[config.mk]
export PLATFORM = sky130hd
export DESIGN_NAME = instr_fetch_queue
export DESIGN_NICKNAME = d
export VERILOG_FILES = /design/src/rtl/instr_fetch_queue.sv
export SDC_FILE = /design/constraint.sdc
export NUM_CORES = 1
export LEC_CHECK = 0
export BUFFER_PORTS_ARGS = -buffer_cell sky130_fd_sc_hd__buf_2
export CORE_ASPECT_RATIO = 1.1
export CORE_MARGIN = 4
export CORE_UTILIZATION = 25
export CTS_CLUSTER_DIAMETER = 30
export DETAILED_ROUTE_END_ITERATION = 8
export PLACE_DENSITY_LB_ADDON = 0.1
export SYNTH_ARGS = -nofsm -noshare
export SYNTH_HDL_FRONTEND = slang
export SYNTH_SLANG_ARGS = --single-unit
[constraint.sdc]
create_clock -name clk_i -period 23.1 [get_ports clk_i]
set_input_delay 4.62 -clock clk_i [delete_from_list [all_inputs] [get_ports clk_i]]
set_output_delay 4.62 -clock clk_i [all_outputs]
set_load 0.1 [all_outputs]
[src/rtl/instr_fetch_queue.sv]
// Fetch stage: owns the PC, issues instruction-memory requests and
// buffers returned words in a small FIFO that drains into IF/ID.
module instr_fetch_queue #(
  parameter int          DEPTH    = 4,
  parameter logic [31:0] RESET_PC = 32'h0000_0000
) (
  input  logic                       clk_i,
  input  logic                       rst_i,
  input  logic                       redirect_i,
  input  logic [31:0]                redirect_pc_i,
  output logic                       imem_req_o,
  output logic [31:0]                imem_addr_o,
  input  logic                       imem_ack_i,
  input  logic [31:0]                imem_data_i,
  output logic                       instr_valid_o,
  output logic [31:0]                instr_o,
  output logic [31:0]                pc_plus4_o,
  input  logic                       instr_ready_i,
  output logic [$clog2(DEPTH):0]     count_o
);

  localparam int AW = $clog2(DEPTH);
  localparam int CW = AW + 1;
  localparam logic [CW-1:0] FULL = CW'(DEPTH);

  typedef enum logic {RUN, DISCARD} state_e;

  state_e        state_q, state_d;
  logic [31:0]   fetch_pc_q, fetch_pc_d;
  logic [31:0]   pend_addr_q, pend_addr_d;
  logic [AW-1:0] wr_ptr_q, wr_ptr_d;
  logic [AW-1:0] rd_ptr_q, rd_ptr_d;
  logic [CW-1:0] count_q, count_d;
  logic [31:0]   instr_mem_q [DEPTH];
  logic [31:0]   pc4_mem_q   [DEPTH];

  logic req;
  logic push;
  logic pop;

  always_comb begin
    state_d     = state_q;
    fetch_pc_d  = fetch_pc_q;
    pend_addr_d = pend_addr_q;
    wr_ptr_d    = wr_ptr_q;
    rd_ptr_d    = rd_ptr_q;
    count_d     = count_q;
    req         = 1'b0;
    imem_addr_o = fetch_pc_q;
    push        = 1'b0;
    pop         = 1'b0;

    unique case (state_q)
      RUN: begin
        // A request only ends on ack, and count only grows on ack,
        // so a raised request can never be blocked by a full queue.
        req  = count_q < FULL;
        push = req & imem_ack_i & ~redirect_i;
        pop  = (count_q != '0) & instr_ready_i & ~redirect_i;
        if (redirect_i) begin
          fetch_pc_d = redirect_pc_i;
          count_d    = '0;
          wr_ptr_d   = '0;
          rd_ptr_d   = '0;
          if (req & ~imem_ack_i) begin
            pend_addr_d = fetch_pc_q;
            state_d     = DISCARD;
          end
        end else begin
          if (push) begin
            fetch_pc_d = fetch_pc_q + 32'd4;
            wr_ptr_d   = wr_ptr_q + AW'(1);
          end
          if (pop) begin
            rd_ptr_d = rd_ptr_q + AW'(1);
          end
          count_d = count_q + CW'(push) - CW'(pop);
        end
      end
      DISCARD: begin
        req         = 1'b1;
        imem_addr_o = pend_addr_q;
        if (redirect_i) begin
          fetch_pc_d = redirect_pc_i;
        end
        if (imem_ack_i) begin
          state_d = RUN;
        end
      end
      default: begin
        state_d = RUN;
      end
    endcase
  end

  always_ff @(posedge clk_i or posedge rst_i) begin
    if (rst_i) begin
      state_q     <= RUN;
      fetch_pc_q  <= RESET_PC;
      pend_addr_q <= RESET_PC;
      wr_ptr_q    <= '0;
      rd_ptr_q    <= '0;
      count_q     <= '0;
    end else begin
      state_q     <= state_d;
      fetch_pc_q  <= fetch_pc_d;
      pend_addr_q <= pend_addr_d;
      wr_ptr_q    <= wr_ptr_d;
      rd_ptr_q    <= rd_ptr_d;
      count_q     <= count_d;
    end
  end

  always_ff @(posedge clk_i or posedge rst_i) begin
    if (rst_i) begin
      for (int i = 0; i < DEPTH; i++) begin
        instr_mem_q[i] <= '0;
        pc4_mem_q[i]   <= '0;
      end
    end else if (push) begin
      instr_mem_q[wr_ptr_q] <= imem_data_i;
      pc4_mem_q[wr_ptr_q]   <= fetch_pc_q + 32'd4;
    end
  end

  assign imem_req_o    = req & ~rst_i;
  assign instr_valid_o = count_q != '0;
  assign instr_o       = instr_mem_q[rd_ptr_q];
  assign pc_plus4_o    = pc4_mem_q[rd_ptr_q];
  assign count_o       = count_q;

endmodule

==> flow_summary_export.csv, run 1 <==
group,metric,value,unit
final_layout,layout.core_utilization,33.42,%
worst_hold_path,hold_class,"register to register",
setup_path,cp_max_fo,2,
final_layout,numnets_final,1455,
sta,fin_worst_skew,17.29,ps
sta,report.final.setup_viol,0,
cts,clockRootBuffer,"clkbuf_16",
cts,postCtsSetupRepairBufs,0,
synthesis,synth_top_cell_by_area,"dfrtp_1",
power_and_ir_drop,power.leakage,8.769,nW
synthesis,share_of_synthesized_flip_flops_with_an_asynchronous_set_or_reset,100.0,%
sta,final-hold-violation-count,0,
routing,antenna_violating_nets_post_route,0,
grt,grt_max_degree,124,
synthesis,number_of_flip_flops_and_latches_in_the_synthesized_netlist,328,
sta,setup_total_negative_slack,0,ps
synthesis,synth_top_area_share,54.75,%
synthesis,synth.top_cells.by_area,"dfrtp_1 (55%), mux2_2 (15%), mux4_2 (9.6%), o21ai_0 (5.0%), nand2_1 (4.2%)",
die,chipWidth,241.5,um
setup_path,worst_setup_path_end_kind,"primary output",
synthesis,ys.flop_type,"dfrtp_1",
final_layout,num-fill-cells,5906,
grt,grt_first_pass_wirelength,66440,um
place,port_buffers,169,
synthesis,synth_fp_nets,1257,
die,die_height,264.8,um
cts,num_clock_sinks,328,
routing,route.final.wire_length,42310,um
cts,cts_resized,0,
final_layout,post_route_cells_drive_above_1_share,42.58,%
final_layout,num_antenna_cells,0,
cts,postCtsHoldBufs,0,
sta,unrepaired_setup_endpoints_after_global_routing,"false",
cts,cts_made_buffers,99,
sta,final.setup.worst_slack,13180,ps
sta,max-slew-margin-rel,31.11,%
grt,overall_track_demand_over_capacity_in_global_routing,13.42,%
power_and_ir_drop,max-vdd-ir-drop,0.09195,mV
run_status,status,"completed",
cts,cts_htree_levels,3,
setup_path,critical_path_start_type,"input pin",
cts,cts.clk_slew.worst_paths,40,ps
cts,skew_pair_late_insertion_delay,600,ps
die,core_area,59000,um2
die,rows,93,
routing,drc,0,
power_and_ir_drop,p_per_area,179.5,nW/um2
synthesis,synth-edff-count,0,
synthesis,synth_warnings,0,
routing,dr.pass1.iters,4,
synthesis,synth_cell_types,41,
sta,max_transition_viols_final,0,
routing,routed_via_density,4.477,
grt,initial_antenna_violation_count,0,
setup_path,critical_path_required,18480,ps
cts,tritoncts_clock_tree,"done",
synthesis,combined_area_of_all_synthesized_cells,14990,um2
sta,max_freq,100.8,MHz
synthesis,synth_sequential_area_ratio,54.75,%
routing,detailroute.via_count,9920,
cts,ctsLongestPathBuffers,3,
grt,final_global_route_overflow_total,0,
die,start_util,25.41,%
sta,tightestPinTransition,1028,ps
place,dp_hpwl,25900,um
setup_path,critical_path_class,"input pin to primary output",
die,io-pin-count,170,
routing,drt_first_iter_violations,372,
grt,grt_pass1_vias,10950,
die,die_area,63950,um2
final_layout,flow.area_growth_from_synthesis,31.50,%
setup_path,timing.critical_path.arrival,5300,ps
place,pre_cts_ws,13180,ps
synthesis,syn_area_per_cell,12.70,um2
sta,period_share,42.96,%
synthesis,post_synth_inst_count,1180,
place,gp_congestion,0.7161,
job,timing.max_cap.violations,0,
routing,avgRoutedWirePerCell,19.09,um
sta,final_period_minus_worst_setup_slack,9924,ps
[cells in the mapped netlist, types with 2 or more instances]
master,number
a21oi_1,5
and3_1,6
and4_1,3
buf_1,7
buf_2,25
clkbuf_1,54
dfrtp_1,328
ha_1,7
inv_1,11
mux2_2,203
mux4_2,64
nand2_1,168
nand2b_1,5
nand3_1,27
nand4_1,10
nor2_1,14
nor3_1,4
nor3_2,4
nor3b_1,2
nor4_2,2
o211ai_1,4
o21ai_0,149
o21ai_1,3
o22ai_1,3
or3_1,2
xnor2_1,16
xor2_1,40
[sequential cells by signal, summed over array words and instances, names as in the netlist]
name / cells
pend_addr_q: 32
count_o: 3
state_q: 1
wr_ptr_q: 2
rd_ptr_q: 2
instr_mem_q: 128
pc4_mem_q: 128
fetch_pc_q: 32
[power by group]
| part | leakage [nW] | switching, mW | internal (mW) |
|---|---|---|---|
| Clock | 1.55 | 0.363 | 0.875 |
| Sequential | 4.19 | 0.134 | 0.800 |
| Combinational | 3.04 | 1.01 | 0.354 |
[cell type report]
class | count | area, um2 | area share [%]
clock inverters | 35 | 290.3 | 1.472
clock buffers | 144 | 2829 | 14.35
well taps | 760 | 950.9 | 4.824
multi-input cells | 755 | 6427 | 32.60
flip-flops and latches | 328 | 8217 | 41.68
repair buffers | 183 | 950.9 | 4.824
inverters | 11 | 48.80 | 0.2475
[cell families after synthesis]
logic type,count (synthesis),synth area share [%]
compound gates,167,5.725
xor+xnor,56,3.272
fa+ha+maj,8,0.7177
buf+inv,97,2.637
flops,328,54.75
mux,267,24.86
simple gates,257,8.037
[critical path: stages]
cell and delay, ps:
buf_2 140, a21oi_1 110, buf_2 440
[routing by layer]
layer	GRT usage (%)	share of wire, %
met4	4.902	2.3
met2	21.13	47
met1	17.73	45
met5	0	0
met3	3.673	5.4
[cell usage in the layout, fill, tap and decap left out, types with 5 or more instances in the layout]
| cell type | instances |
|---|---|
| a21oi_1 | 5 |
| and3_1 | 6 |
| buf_2 | 169 |
| buf_4 | 14 |
| clkbuf_1 | 29 |
| clkbuf_16 | 101 |
| clkbuf_8 | 14 |
| clkinv_2 | 26 |
| dfrtp_1 | 325 |
| ha_1 | 7 |
| inv_1 | 10 |
| mux2_2 | 203 |
| mux4_2 | 64 |
| nand2_1 | 164 |
| nand2b_1 | 5 |
| nand3_1 | 27 |
| nand4_1 | 10 |
| nor2_1 | 14 |
| o21ai_0 | 149 |
| xnor2_1 | 16 |
| xor2_1 | 40 |
[stage by stage]
stage / hold slack, ps / std cells / cell area (um2) / power (mW)
after CTS: 475.6 / 2216 / 19710 / 3.603
final: 470.7 / 2216 / 19710 / 3.538
after floorplan: 444.6 / 1180 / 14990 / 2.088
after detailed placement: 466.2 / 2037 / 16590 / 2.335
after global routing: 491.0 / 2216 / 19710 / 3.717
after global placement: 456.0 / 2037 / 16590 / 2.318
[path summary, 6_finish.rpt]
kind,start,end,slack (ps),cells past startpoint
max,rst_i,imem_req_o,13180,3
min,pc4_mem_q[22],pc4_mem_q[22],470,2
max reg2reg,state_q,pc4_mem_q[33],19670,5
min reg2reg,pc4_mem_q[22],pc4_mem_q[22],470,2
max in group asynchronous,rst_i,instr_mem_q[72],17230,3
min in group asynchronous,rst_i,pend_addr_q[17],4180,2
(Power assumes the default switching activity.)
==> inputs of run 2 (changes only) <==
- clock period: 23.1 -> 9.2 ns (I/O delays scaled with it)
==> run 2 against run 1 <==
Net effect:
- sequential power grew to 2.5 times the previous value
- first-iteration DRC count shrank 19%
- wire length grew 0.34%
- hold slack lost 2.0 ps
- non-clock buffer count is the same
- final area grew 1.8%
- clock skew grew 8.2 ps
- sequential cell count is the same
==> flow_summary_export.csv, run 2 (synthesized netlist as in run 1, its figures left out) <==
group,metric,value,unit
cts,cts_htree_levels,3,
die,rows,93,
routing,route.final.wire_length,42450,um
setup_path,cp_max_fo,38,
sta,max-slew-margin-rel,34.12,%
cts,clockRootBuffer,"clkbuf_16",
setup_path,critical_path_required,7360,ps
final_layout,final_cell_mix,"dfrtp_1 (325), mux2_2 (203), buf_2 (169)",
place,dp_hpwl,26160,um
grt,grt_max_degree,136,
die,io-pin-count,170,
setup_path,timing.critical_path.arrival,3260,ps
final_layout,numnets_final,1457,
die,die_area,63950,um2
routing,drc,0,
die,core_area,59000,um2
final_layout,finalInstanceArea,20070,um2
power_and_ir_drop,max-vdd-ir-drop,0.1904,mV
run_status,status,"completed",
final_layout,layout.core_utilization,34.02,%
die,chipWidth,241.5,um
cts,num_clock_sinks,328,
final_layout,layout_top_registers,"instr_mem_q (128), pc4_mem_q (128)",
cts,cts.clk_slew.worst_paths,40,ps
final_layout,flow.area_growth_from_synthesis,33.88,%
power_and_ir_drop,power.leakage,8.943,nW
grt,grt_pass1_vias,11027,
cts,cts_made_buffers,101,
sta,report.final.setup_viol,0,
routing,drt_first_iter_violations,302,
sta,unrepaired_setup_endpoints_after_global_routing,"false",
place,port_buffers,169,
sta,max_transition_viols_final,0,
die,die_height,264.8,um
sta,setup_total_negative_slack,0,ps
place,dp.cells,2037,
routing,detailroute.via_count,9955,
grt,final_global_route_overflow_total,0,
grt,overall_track_demand_over_capacity_in_global_routing,13.47,%
grt,grt_first_pass_wirelength,66710,um
cts,ctsLongestPathBuffers,3,
grt,initial_antenna_violation_count,0,
sta,max_freq,196.2,MHz
setup_path,critical_path_start_type,"register",
worst_hold_path,hold_class,"register to register",
sta,fin_worst_skew,25.53,ps
cts,tritoncts_clock_tree,"done",
final_layout,post_route_cells_drive_above_1_share,43.65,%
place,gp_congestion,0.7352,
cts,skew_pair_late_insertion_delay,610,ps
final_layout,most_frequent_standard_cell_in_the_layout_excluding_fill_and_tap_cells,"dfrtp_1",
die,start_util,25.41,%
job,timing.max_cap.violations,0,
power_and_ir_drop,p_per_area,459.7,nW/um2
routing,antenna_violating_nets_post_route,0,
routing,avgRoutedWirePerCell,19.08,um
sta,final-hold-violation-count,0,
place,post_dp_cell_area,16600,um2
setup_path,worst_setup_path_end_kind,"primary output",
cts,cts_resized,0,
cts,postCtsSetupRepairBufs,0,
cts,postCtsHoldBufs,0,
sta,period_share,55.41,%
sta,tightestPinTransition,988.1,ps
final_layout,finalNonFillerCells,2225,
routing,routed_via_density,4.474,
routing,dr.pass1.iters,4,
setup_path,critical_path_class,"register to primary output",
sta,final_period_minus_worst_setup_slack,5097,ps
==> run 2: worst max-delay path: stages, from the launching register on <==
cell and delay (ps):
dfrtp_4 930, buf_4 710, mux4_2 650, buf_2 320
==> run 2: path summary, 6_finish.rpt <==
path | from | endpoint | slack [ps] | depth (start not counted)
worst max register to register | state_q | instr_mem_q[84] | 6010 | 5
worst min-delay path | pc4_mem_q[123] | pc4_mem_q[123] | 470 | 2
min in group asynchronous | rst_i | pend_addr_q[14] | 1250 | 2
worst max-delay path | rd_ptr_q[0] | pc_plus4_o[16] | 4100 | 3
max in group asynchronous | rst_i | instr_mem_q[64] | 6180 | 4
worst min register to register | pc4_mem_q[123] | pc4_mem_q[123] | 470 | 2
==> run 2: layout make-up <==
| class | instances | area [um2] |
|---|---|---|
| Antenna cell | 1 | 2.502 |
| Tap cell | 760 | 950.9 |
| Inverter | 11 | 45.04 |
| Multi-Input combinational cell | 755 | 6427 |
| Clock inverter | 44 | 529.3 |
| Fill cell | 5932 | 38920 |
| Clock buffer | 143 | 2937 |
| Timing Repair Buffer | 183 | 963.4 |
| Sequential cell | 328 | 8217 |
==> run 2: where the power goes <==
group	internal (mW)	switching [mW]	total (mW)
Combinational	0.890	2.54	3.43
Sequential	2.01	0.348	2.36
Clock	2.49	0.949	3.44
Total	5.39	3.84	9.23
==> run 2: metal layers <==
layer | vias to the layer above | wire, um | track usage (%)
li1 | 4669 | - | -
met1 | 4972 | 19280 | 17.87
met2 | 244 | 19390 | 20.66
met5 | - | 0 | 0
met4 | 0 | 1086 | 5.351
met3 | 70 | 2700 | 4.037
==> run 2: per-stage QoR <==
step	setup WS (ps)	hold WS, ps	power, mW
finish	4103	468.8	9.226
global placement	4571	456.3	5.832
CTS	3929	477.3	9.385
global route	3861	487.4	9.675
floorplan	2981	444.6	5.243
detailed placement	4523	468.7	5.866
==> inputs of run 3 (changes only) <==
- clock period: 9.2 -> 4.7 ns (I/O delays scaled with it)
==> run 3 against run 2 <==
Net effect:
- clock skew is 12 ps lower
- sequential power rose by 95%
- final area down 0.76%
- largest power group is now combinational cells
- highest routed layer unchanged
==> flow_summary_export.csv, run 3 (synthesized netlist as in run 1, its figures left out) <==
group,metric,value,unit
setup_path,critical_path_start_type,"register",
place,post_dp_cell_area,16750,um2
sta,report.final.setup_viol,0,
die,die_height,264.8,um
sta,max_transition_viols_final,0,
worst_hold_path,worstHoldPathCells,2,
place,dp_hpwl,28010,um
routing,drc,0,
cts,postCtsSetupRepairBufs,0,
setup_path,worst_setup_path_end_kind,"primary output",
final_layout,num_antenna_cells,0,
place,gp_congestion,0.7318,
setup_path,path_delay_family,"flip-flops",
cts,tritoncts_clock_tree,"done",
cts,cts_made_buffers,95,
final_layout,final_cell_mix,"dfrtp_1 (325), mux2_2 (203), buf_2 (169)",
routing,route.final.wire_length,43260,um
routing,routed_via_density,4.503,
grt,grt_first_pass_wirelength,67660,um
grt,grt_use_met3,3.434,%
power_and_ir_drop,p_per_area,886.7,nW/um2
grt,globalRoute.busiestLayer,"met2",
final_layout,finalInstanceArea,19920,um2
final_layout,layout_top_registers,"instr_mem_q (128), pc4_mem_q (128)",
cts,clockRootBuffer,"clkbuf_16",
grt,grt.met1_usage,18.81,%
setup_path,critical_path_class,"register to primary output",
cts,cts.clk_slew.worst_paths,40,ps
setup_path,worstSetupPathDepth,3,
run_status,status,"completed",
place,dp.cells,2046,
final_layout,numnets_final,1460,
setup_path,critical_path.n_buffers_inverters,2,
die,rows,93,
routing,dr.pass1.iters,4,
worst_hold_path,hold_class,"register to register",
grt,grt_max_degree,82,
cts,cts_htree_levels,3,
cts,postCtsHoldBufs,0,
final_layout,post_route_cells_drive_above_1_share,43.10,%
routing,drt_first_iter_violations,378,
final_layout,layout.core_utilization,33.76,%
die,core_area,59000,um2
sta,setup_total_negative_slack,0,ps
sta,unrepaired_setup_endpoints_after_global_routing,"false",
die,chipWidth,241.5,um
grt,grt_pass1_vias,11052,
grt,initial_antenna_violation_count,0,
cts,num_clock_sinks,328,
job,timing.max_cap.violations,0,
sta,max-slew-margin-rel,34.76,%
die,die_area,63950,um2
setup_path,crit_slowest_cell,"dfrtp_4",
sta,final.setup.worst_slack,1093,ps
sta,fin_worst_skew,13.60,ps
setup_path,critical_path_required,3760,ps
setup_path,max_stage_delay,790,ps
final_layout,flow.area_growth_from_synthesis,32.87,%
sta,period_share,76.74,%
setup_path,reg2reg_depth,5,
cts,cts_resized,0,
setup_path,path_cells,"buf_12, mux4_2, buf_2",
setup_path,cp_max_fo,40,
sta,max_freq,277.3,MHz
final_layout,finalNonFillerCells,2217,
power_and_ir_drop,power.leakage,8.843,nW
final_layout,most_frequent_standard_cell_in_the_layout_excluding_fill_and_tap_cells,"dfrtp_1",
sta,final-hold-violation-count,0,
setup_path,timing.critical_path.arrival,2670,ps
die,start_util,25.41,%
routing,detailroute.via_count,9983,
place,port_buffers,169,
power_and_ir_drop,max-vdd-ir-drop,0.4261,mV
place,pre_cts_ws,1295,ps
sta,final_period_minus_worst_setup_slack,3607,ps
sta,tightestPinTransition,976.5,ps
routing,antenna_violating_nets_post_route,0,
cts,ctsLongestPathBuffers,3,
grt,final_global_route_overflow_total,0,
grt,overall_track_demand_over_capacity_in_global_routing,13.73,%
die,io-pin-count,170,
routing,avgRoutedWirePerCell,19.51,um
cts,skew_pair_late_insertion_delay,600,ps
grt,grt_util_met2,21.41,%
## run 3: area by class of cell
type	instances	area (um2)
clock inverters	34	404.1
multi-input cells	755	6427
clock buffers	137	2769
repair buffers	192	1106
flip-flops and latches	328	8217
well taps	760	950.9
fillers	5927	39080
inverters	11	45.04
## run 3: report_power, final
part / leakage [nW] / internal (mW) / switching (mW)
registers: 4.19 / 3.93 / 0.671
clock network: 1.55 / 4.45 / 1.80
logic: 3.10 / 1.78 / 5.04
total: 8.84 / 10.2 / 7.50
## run 3: tightest hold or removal path, stage by stage (launching register included)
cell,delay [ps]
dfrtp_1,330
nand2_1,40
o21ai_0,60
## run 3: stage by stage
stage / hold slack [ps] / power, mW
floorplan: 444.6 / 10.26
global placement: 456.7 / 11.50
detailed placement: 466.0 / 11.58
CTS: 475.0 / 17.95
global route: 497.2 / 18.51
finish: 471.1 / 17.66
## run 3: path summary, 6_finish.rpt
check	startpoint	end	slack (ps)
setup / recovery	rd_ptr_q[1]	pc_plus4_o[12]	1090
hold / removal	pc4_mem_q[36]	pc4_mem_q[36]	470
setup reg to reg	state_q	fetch_pc_q[17]	1800
hold reg to reg	pc4_mem_q[36]	pc4_mem_q[36]	470
max in group asynchronous	rst_i	instr_mem_q[2]	3180
min in group asynchronous	rst_i	count_o[2]	560
## run 3: routing by layer
metal  up-vias  share of wire (%)
met2       227                 46
met4         0                2.6
met1      5022                 47
met5         -                  0
met3        84                4.5
li1       4650                  -
